==> src/rtl/ro_freq_meter.sv <==
// Ring-oscillator frequency meter: counts synchronised RO rising edges over a fixed window.
// Optional RO_AUTO_REPEAT_EN: back-to-back measurements with a latched result register.
module ro_freq_meter #(
  parameter int WINDOW_CYCLES = 1024,
  parameter int SETTLE_CYCLES = 16,
  parameter int CNT_W         = 16,
  parameter int SYNC_STAGES   = 2
) (
  input  logic             clk,
  input  logic             reset,
  input  logic             start,
  input  logic             RO_out,
  output logic             ro_enable,
  output logic             busy,
  output logic             done,
  output logic [CNT_W-1:0] count,
  output logic             overflow
);

  localparam int MAXC = (WINDOW_CYCLES > SETTLE_CYCLES) ?
                        WINDOW_CYCLES : SETTLE_CYCLES;
  localparam int CW   = $clog2(MAXC + 1);
  localparam logic [CW-1:0] SET_LD = CW'(SETTLE_CYCLES - 1);
  localparam logic [CW-1:0] WIN_LD = CW'(WINDOW_CYCLES - 1);
  localparam logic [CNT_W-1:0] CNT_MAX = '1;

  typedef enum logic [1:0] {
    IDLE, SETTLE, COUNT, DONE
  } state_t;

  state_t                 state_q, state_d;
  logic [CW-1:0]          cyc_q, cyc_d;
  logic [CNT_W-1:0]       cnt_q, cnt_d;
  logic                   ovf_q, ovf_d;
  logic [SYNC_STAGES-1:0] sync_q;
  logic                   edge_q;
  logic                   rise;

  assign rise = sync_q[SYNC_STAGES-1] & ~edge_q;

  always_ff @(posedge clk) begin
    if (reset) begin
      state_q <= IDLE;
      cyc_q   <= '0;
      cnt_q   <= '0;
      ovf_q   <= 1'b0;
      sync_q  <= '0;
      edge_q  <= 1'b0;
    end else begin
      state_q <= state_d;
      cyc_q   <= cyc_d;
      cnt_q   <= cnt_d;
      ovf_q   <= ovf_d;
      sync_q  <= {sync_q[SYNC_STAGES-2:0], RO_out};
      edge_q  <= sync_q[SYNC_STAGES-1];
    end
  end

  always_comb begin
    state_d = state_q;
    cyc_d   = cyc_q;
    cnt_d   = cnt_q;
    ovf_d   = ovf_q;
    unique case (state_q)
      IDLE: begin
        if (start) begin
          state_d = SETTLE;
          cyc_d   = SET_LD;
          cnt_d   = '0;
          ovf_d   = 1'b0;
        end
      end
      SETTLE: begin
        if (cyc_q == '0) begin
          state_d = COUNT;
          cyc_d   = WIN_LD;
        end else begin
          cyc_d = cyc_q - CW'(1);
        end
      end
      COUNT: begin
        if (rise) begin
          if (cnt_q == CNT_MAX) ovf_d = 1'b1;
          else                  cnt_d = cnt_q + CNT_W'(1);
        end
        if (cyc_q == '0) state_d = DONE;
        else             cyc_d   = cyc_q - CW'(1);
      end
      DONE: begin
`ifdef RO_AUTO_REPEAT_EN
        state_d = SETTLE;
        cyc_d   = SET_LD;
        cnt_d   = '0;
        ovf_d   = 1'b0;
`else
        if (start) begin
          state_d = SETTLE;
          cyc_d   = SET_LD;
          cnt_d   = '0;
          ovf_d   = 1'b0;
        end
`endif
      end
      default: state_d = IDLE;
    endcase
  end

  assign busy      = (state_q == SETTLE) | (state_q == COUNT);
  assign ro_enable = busy;
  assign done      = (state_q == DONE);

`ifdef RO_AUTO_REPEAT_EN
  // Result register keeps the previous measurement visible while the next runs.
  logic [CNT_W-1:0] res_cnt_q;
  logic             res_ovf_q;

  always_ff @(posedge clk) begin
    if (reset) begin
      res_cnt_q <= '0;
      res_ovf_q <= 1'b0;
    end else if (state_q == COUNT && state_d == DONE) begin
      res_cnt_q <= cnt_d;
      res_ovf_q <= ovf_d;
    end
  end

  assign count    = res_cnt_q;
  assign overflow = res_ovf_q;
`else
  assign count    = cnt_q;
  assign overflow = ovf_q;
`endif

endmodule

==> config.mk <==
export PLATFORM = sky130hd
export DESIGN_NAME = ro_freq_meter
export DESIGN_NICKNAME = d
export VERILOG_FILES = /design/src/rtl/ro_freq_meter.sv
export SDC_FILE = /design/constraint.sdc
export NUM_CORES = 1
export LEC_CHECK = 0
export ABC_CLOCK_PERIOD_IN_PS = 3000
export CAP_MARGIN = 5
export CORE_ASPECT_RATIO = 1.5
export CORE_MARGIN = 10
export CORE_UTILIZATION = 44
export CTS_CLUSTER_DIAMETER = 100
export DETAILED_ROUTE_END_ITERATION = 10
export DONT_BUFFER_PORTS = 1
export GPL_ROUTABILITY_DRIVEN = 0
export PLACE_DENSITY_LB_ADDON = 0.15
export SYNTH_ARGS = -nofsm -noshare
export SYNTH_HDL_FRONTEND = slang
export SYNTH_SLANG_ARGS = --single-unit
==> constraint.sdc <==
create_clock -name clk -period 3 [get_ports clk]
set_clock_uncertainty 0.15 [all_clocks]
set_input_delay 0.75 -clock clk [delete_from_list [all_inputs] [get_ports clk]]
set_output_delay 0.75 -clock clk [all_outputs]
set_load 0.1 [all_outputs]
Word level (Yosys, flattened, before mapping)
Index checks and enable logic that the tools add are counted.

word-level totals
  flip-flop bits (word level) = 33
  latch bits = 0
  RAM bits = 0
  ROM bits = 0
  output and inout bits = 20
  memories kept = 0

operators by class
  add/subtract/negate cells = 2
  multiply operators = 0
  div/mod/pow operators = 0
  order comparisons = 0
  equality and inequality tests = 11
  shifts and indexed selects = 0
  mux-type cells = 16
  bitwise gates (word level) = 3
  reductions and logical operators = 8

operators with widths
  cell                                                                   number
  16-bit two-way mux                                                     3
  11-bit two-way mux                                                     3
  11-bit case mux with 3 select lines                                    1
  16-bit case mux with 2 select lines                                    1
  16-bit by 1-bit adder with 16-bit output, second input constant        1
  16-bit equality test, second input constant                            1
  2-bit != test, second input constant                                   6
  11-bit logical NOT                                                     1
  11-bit by 1-bit subtractor with 11-bit output, second input constant   1
  4-bit AND reduction                                                    2
  2-bit two-way mux                                                      3
  2-bit case mux with 3 select lines                                     1
  2-bit equality test, second input constant                             2
  1-bit two-way mux                                                      3
  3-bit AND reduction                                                    1
  2-bit by 1-bit equality test with 1-bit output, second input constant  1
  2-bit logical NOT                                                      1
  2-bit by 1-bit != test with 1-bit output, second input constant        1
  1-bit case mux with 2 select lines                                     1
  2-bit AND reduction                                                    1
  2-bit nonzero test                                                     1
  2-bit OR reduction                                                     1
  1-bit bitwise AND                                                      1
  1-bit inverter                                                         1
  1-bit bitwise OR                                                       1

Logic depth before layout (Yosys ltp)
Gate-level depths: netlist of run 1.

  depth in word-level cells = 4
  mapped depth = 10

Worst setup path before layout of run 1
OpenSTA, ideal clock, no wires.

  path type = register to output
  start = reg state_q[0]
  end = out ro_enable
  data arrival time = 2.165 ns
  path slack = -0.065 ns
  cell stages (with the launch flop) = 7
  buffers on the path = 3
  cell sequence = dfxtp_1 -> inv_1 -> ha_1 -> clkbuf_1 -> clkbuf_1 -> inv_1 -> buf_4

between the ends
  longest elaborated chain between the ends = 2

ends and longest elaborated chain
  item                                                                                   RTL line  text
  start, declared                                                                        31        state_t state_q, state_d;
  start signal, assigned                                                                 50        state_q <= state_d;
  2-bit by 1-bit equality test with 1-bit output or 2-bit equality test (tied branches)  108       assign busy = (state_q == SETTLE) | (state_q == COUNT);
  1-bit bitwise OR *                                                                     108
  end, declared                                                                          13        output logic ro_enable,

Mark *: on every way between the ends. The rest lies on a longest branch, timed or not.

Final worst setup path of run 1
Same ends and word-level chain as after synthesis.

==> metrics.txt, run 1 <==
Vias=1959; initial DRC count=128; Yosys Warn Count=0; CP Data Arrival Time=1850 ps; Total GRT Usage=14.3%; met2 GRT Util=27.3%; Layout Utilization=50.8%; fin crit share=91.8%; CTS max path bufs=2; area share of the largest cell type after synthesis=33.3%; Max FO, Critical Path=19; vias in the first global route=1857; Crit Path Class=reg2out; Cell Rows=29; synthesis-to-finish area growth=9.85%; initial antenna violation count=0; cell at the root of the clock tree=clkbuf_8; sequential area share after synthesis=33.3%; Critical-path top delay cell=buf_4; via/cell ratio=6.95; mapped cell area=1980 µm²; pin count of the biggest net entering global routing=26; first-pass GRT wire length=8670 µm; antenna cells=0; layout cell share with drive strength beyond 1=18.2%; Comb power frac=62.4%; GR Overflow Total=0; top-level port count=24; Post-CTS Hold Fix Bufs=0; #FFs+latches synth=33; postcts setup bufs=0; HP Class=reg2reg; nets=246; CP max stage delay=460 ps; Yosys cell types=42; Post-Route WL=5530 µm; Flop pwr share=24.9%; post-DR wirelength/cell=19.6 µm; NetSw=1.37 mW; htree depth=2; Post-synth EDFFs=0; FMAX=363 MHz; Fill cells=432; CTS buffer count=5; Post-synth top flop=dfxtp_1; worst path cell trace=inv_1 > ha_1 > buf_4 > clkinvlp_4 > buf_4; Async SR Flop Fraction=0%; status=finished, final reports clean; Slew @ Worst Pin=632 ps; CTS tree=done; die area=7640 µm²; post-synth top area cell=dfxtp_1; die width=74.8 µm; most used cell, CP=buf_4; final hold violations=0; Worst R2R Path Depth=6; crit path launch type=register; Max Slew Vio Count=0; MaxCap Viol Count=0; Mean Syn Cell Area=8.73 µm²; Clock Power Share=12.7%; Min-Delay Path Depth=1; HPWL Detailed=3920 µm; Sw Share=53.1%; TNS Setup=0 ps; CP endpoint kind=output port; Commonest cells post-synth=dfxtp_1, o311ai_0, clkbuf_1; Hold Slack=309 ps; Relative slew margins=57.7%; Global Route met1 Usage=13.1%; Synthesized Nets=238; post-cts gate resize count=0; Worst EP required=2100 ps; P_leak=0.818 nW; Int Pwr=1.21 mW; most frequent cell after synthesis=dfxtp_1; post-detailed-route count of antenna-violating nets=0; die height=102 µm; core area=4280 µm²; Worst IR Drop VDD=0.541 mV; Pre-antenna DRT Iters=4; Setup Viol. Count Final=0; drt drc=0; Syn Inst Count=227; Initial Util=46.3%; gr busiest metal=met2; synth top area cells=dfxtp_1, o311ai_0, o41ai_1; PortBufs=0; Clock Latency Late Sink=290 ps; clock period minus worst slack=2750 ps; met3 Usage GRT=3.59%; Clock Pin Slew Worst Setup and Hold Paths=70 ps; P per Cell Area=1180 nW/µm²; RSZ-0062 raised after global routing=no; # clock sinks=33
## registers in the layout (all words and copies together) (netlist names)
register  cells
sync_q        2
edge_q        1
cyc_q        11
state_q       2
count        16
overflow      1
## worst paths after layout
kind / start / end / slack (ps)
max reg2reg: state_q[0] / count[15] / 380
min: sync_q[0] / sync_q[1] / 310
min reg2reg: sync_q[0] / sync_q[1] / 310
max: state_q[0] / ro_enable / 250
## per-stage QoR
step                      setup WS [ps]  cells  area, µm²  power (mW)
after floorplan                    61.8    227       1990        1.98
after global placement              545    274       2090        2.18
after detailed placement            404    274       2090        2.23
after CTS                           253    282       2180        2.57
after global routing                176    282       2180        2.74
final                               247    282       2180        2.57
## worst max-delay path, delay by kind of cell (launching register included)
family / cells / cell delay (ps)
buffers and inverters: 4 / 830
adders and majority gates: 1 / 320
DFF: 1 / 410
## metal layers
layer,part of all wire (%),up-vias,wire length [µm]
met3,4.1,13,229
li1,-,928,-
met4,2.2,0,123
met1,38,968,2100
met5,0,-,0
met2,56,50,3080
## cell type report
class	count	area [µm²]	area share (%)
inverter	9	37.5	1.72
clock inverter	2	10.0	0.460
multi-input combinational	163	1170	53.6
sequential	33	661	30.3
tap	46	57.6	2.64
clock buffer	6	72.6	3.33
timing repair buffer	23	173	7.93
## cell usage in the layout, fill, tap and decap left out, types with 2 or more instances in the layout
cell / instances
dfxtp_1: 33
buf_4: 23
o311ai_0: 14
nor2_1: 12
nand2_1: 12
o41ai_1: 12
a31oi_1: 11
nand3_1: 9
inv_1: 8
a21oi_1: 8
a211oi_1: 8
and4_1: 7
ha_1: 7
nand4_1: 6
o221a_2: 6
nor2b_1: 5
o21ai_0: 5
a41oi_1: 5
clkbuf_8: 5
or3_1: 3
o31ai_1: 3
nor3_1: 3
and3_1: 3
nand2b_1: 2
a211o_1: 2
o211ai_1: 2
or2_2: 2
and2_1: 2
o21a_1: 2
o32ai_1: 2
clkinv_2: 2
## cells by family after synthesis
family / synth area share (%)
AOI/OAI and AO/OA: 32.6
adders and majority gates: 4.42
muxes: 0.505
and+or+nand+nor: 21.3
buffers and inverters: 7.83
DFF: 33.3
## power by group through the flow
stage               Sequential [mW]  Clock, mW  Combinational (mW)
global placement              0.642          0                1.54
global route                  0.652      0.348                1.74
detailed placement            0.649          0                1.58
finish                        0.640      0.327                1.61
CTS                           0.639      0.334                1.59
floorplan                     0.694          0                1.28
(Power assumes the default switching activity.)
==> inputs of run 2 (changes only) <==
--- a/config.mk
+++ b/config.mk
@@ -9,7 +9,7 @@
 export CAP_MARGIN = 5
 export CORE_ASPECT_RATIO = 1.5
 export CORE_MARGIN = 10
-export CORE_UTILIZATION = 44
+export CORE_UTILIZATION = 35
 export CTS_CLUSTER_DIAMETER = 100
 export DETAILED_ROUTE_END_ITERATION = 10
 export DONT_BUFFER_PORTS = 1
==> metrics.txt, run 2 (synthesis results as in run 1) <==
status=finished, final reports clean (unchanged); max FFs per register=16 (unchanged); synthesis-to-finish area growth=14.1% (was 9.85%); # clock sinks=33 (unchanged); die width=81.4 µm (was 74.8 µm); MaxCap Viol Count=0 (unchanged); core area=5490 µm² (was 4280 µm²); hold_sp=sync_q[0] (unchanged); CTS max path bufs=2 (unchanged); CP Data Arrival Time=2630 ps (was 1850 ps); die area=9130 µm² (was 7640 µm²); HPWL Detailed=3940 µm (was 3920 µm); Initial Util=36.1% (was 46.3%); CP max stage delay=620 ps (was 460 ps); Relative slew margins=53.2% (was 57.7%); Layout Utilization=41.2% (was 50.8%); Total GRT Usage=12.7% (was 14.3%); FMAX=387 MHz (was 363 MHz); Max FO, Critical Path=15 (was 19); Crit Path Class=reg2reg (was reg2out); drt drc=0 (unchanged); Finished Layout Cells=309 (was 282); clock period minus worst slack=2580 ps (was 2750 ps); layout cell share with drive strength beyond 1=19.7% (was 18.2%); CTS buffer count=5 (unchanged); HP Class=reg2reg (unchanged); post-cts gate resize count=0 (unchanged); Post-Place Cells=301 (was 274); Fill cells=589 (was 432); crit path from=state_q[0] (unchanged); vias in the first global route=1842 (was 1857); P_leak=0.845 nW (was 0.818 nW); most frequent cells in the layout=dfxtp_1, buf_4, o311ai_0 (unchanged); Setup Viol. Count Final=0 (unchanged); post-detailed-route count of antenna-violating nets=0 (unchanged); Clock Pin Slew Worst Setup and Hold Paths=80 ps (was 70 ps); FF-to-FF End=count[11] (was count[15]); crit path launch type=register (unchanged); P per Cell Area=1200 nW/µm² (was 1180 nW/µm²); initial antenna violation count=0 (unchanged); Worst R2R Path Depth=7 (was 6); via/cell ratio=6.09 (was 6.95); GR Overflow Total=0 (unchanged); Min-Delay Path Depth=1 (unchanged); Post-Route WL=5600 µm (was 5530 µm); htree depth=2 (unchanged); die height=112 µm (was 102 µm); TNS Setup=0 ps (unchanged); nets=249 (was 246); cell at the root of the clock tree=clkbuf_8 (unchanged); Cell Rows=33 (was 29); initial DRC count=98 (was 128); CP endpoint=count[11] (was ro_enable); top-level port count=24 (unchanged); Max Slew Vio Count=0 (unchanged); Critical-path top delay cell=or3_1 (was buf_4); post-DR wirelength/cell=18.1 µm (was 19.6 µm); antenna cells=0 (unchanged); worst path cell trace=inv_1 > ha_1 > buf_4 > nor2_1 > a211o_1 > or3_1 > o41ai_1 (was inv_1 > ha_1 > buf_4 > clkinvlp_4 > buf_4); first-pass GRT wire length=9330 µm (was 8670 µm); setup ws final=415 ps (was 247 ps); worst slack, placed=424 ps (was 404 ps); postcts setup bufs=0 (unchanged); Final Power=2.72 mW (was 2.57 mW); final hold violations=0 (unchanged); Post-CTS Hold Fix Bufs=0 (unchanged); Clock Latency Late Sink=290 ps (about the same); PortBufs=0 (unchanged); pin count of the biggest net entering global routing=26 (unchanged); CTS tree=done (unchanged); Worst EP required=3040 ps (was 2100 ps); r2r startpoint=state_q[0] (unchanged); Reg2Reg Setup Slack=420 ps (was 380 ps); Slew @ Worst Pin=692 ps (was 632 ps); CP endpoint kind=register (was output port); Pre-antenna DRT Iters=4 (unchanged); fin crit share=86.2% (was 91.8%); RSZ-0062 raised after global routing=no (unchanged); Vias=1883 (was 1959); Worst IR Drop VDD=0.356 mV (was 0.541 mV); commonest non-fill, non-tap cell in the layout=dfxtp_1 (unchanged)
## run 2: cell count changes in the layout (fill, tap and decap cells not counted)
cell / previous run / this run
buf_4: 23 / 25
clkbuf_8: 5 / 7
buf_12: 0 / 1
clkbuf_1: 1 / 0
clkinv_2: 2 / 1
## run 2: per-stage QoR
| step | hold WS [ps] | cell area (µm²) |
|---|---|---|
| global placement | 269 | 2160 |
| floorplan | 264 | 1990 |
| global route | 310 | 2260 |
| detailed placement | 280 | 2160 |
| CTS | 297 | 2260 |
| finish | 290 | 2260 |
## run 2: worst max-delay path: cells and delay by family, from the launching register on
family | cells | cell delay [ps]
DFF | 1 | 410
AOI/OAI and AO/OA | 2 | 680
buffers and inverters | 2 | 260
adders and majority gates | 1 | 310
and+or+nand+nor | 2 | 680
## run 2: area by class of cell
type	instances	area [µm²]	area share, %
clock buffer	7	96.3	4.26
clock inverter	1	5.00	0.221
inverter	9	37.5	1.66
multi-input combinational	163	1170	51.6
sequential	33	661	29.2
tap	70	87.6	3.87
timing repair buffer	26	208	9.19
## run 2: where the power goes
part / leakage [nW] / internal, mW / total (mW) / switching [mW]
Clock: 0.0542 / 0.208 / 0.385 / 0.177
Combinational: 0.522 / 0.596 / 1.69 / 1.10
Sequential: 0.269 / 0.529 / 0.640 / 0.112
Total: 0.845 / 1.33 / 2.72 / 1.38
## run 2: worst min-delay path by stage
stage / slack, ps / end
after CTS: 300 / sync_q[1]
after global placement: 270 / sync_q[1]
after detailed placement: 280 / sync_q[1]
final: 290 / sync_q[1]
after floorplan: 260 / sync_q[1]
after global routing: 310 / sync_q[1]
## run 2: layer usage
metal / GRT usage (%) / up-vias / share of wire (%)
met4: 4.52 / 0 / 1.2
li1: - / 929 / -
met1: 14.0 / 921 / 40
met5: 0 / - / 0
met3: 4.23 / 6 / 4.4
met2: 21.8 / 27 / 54
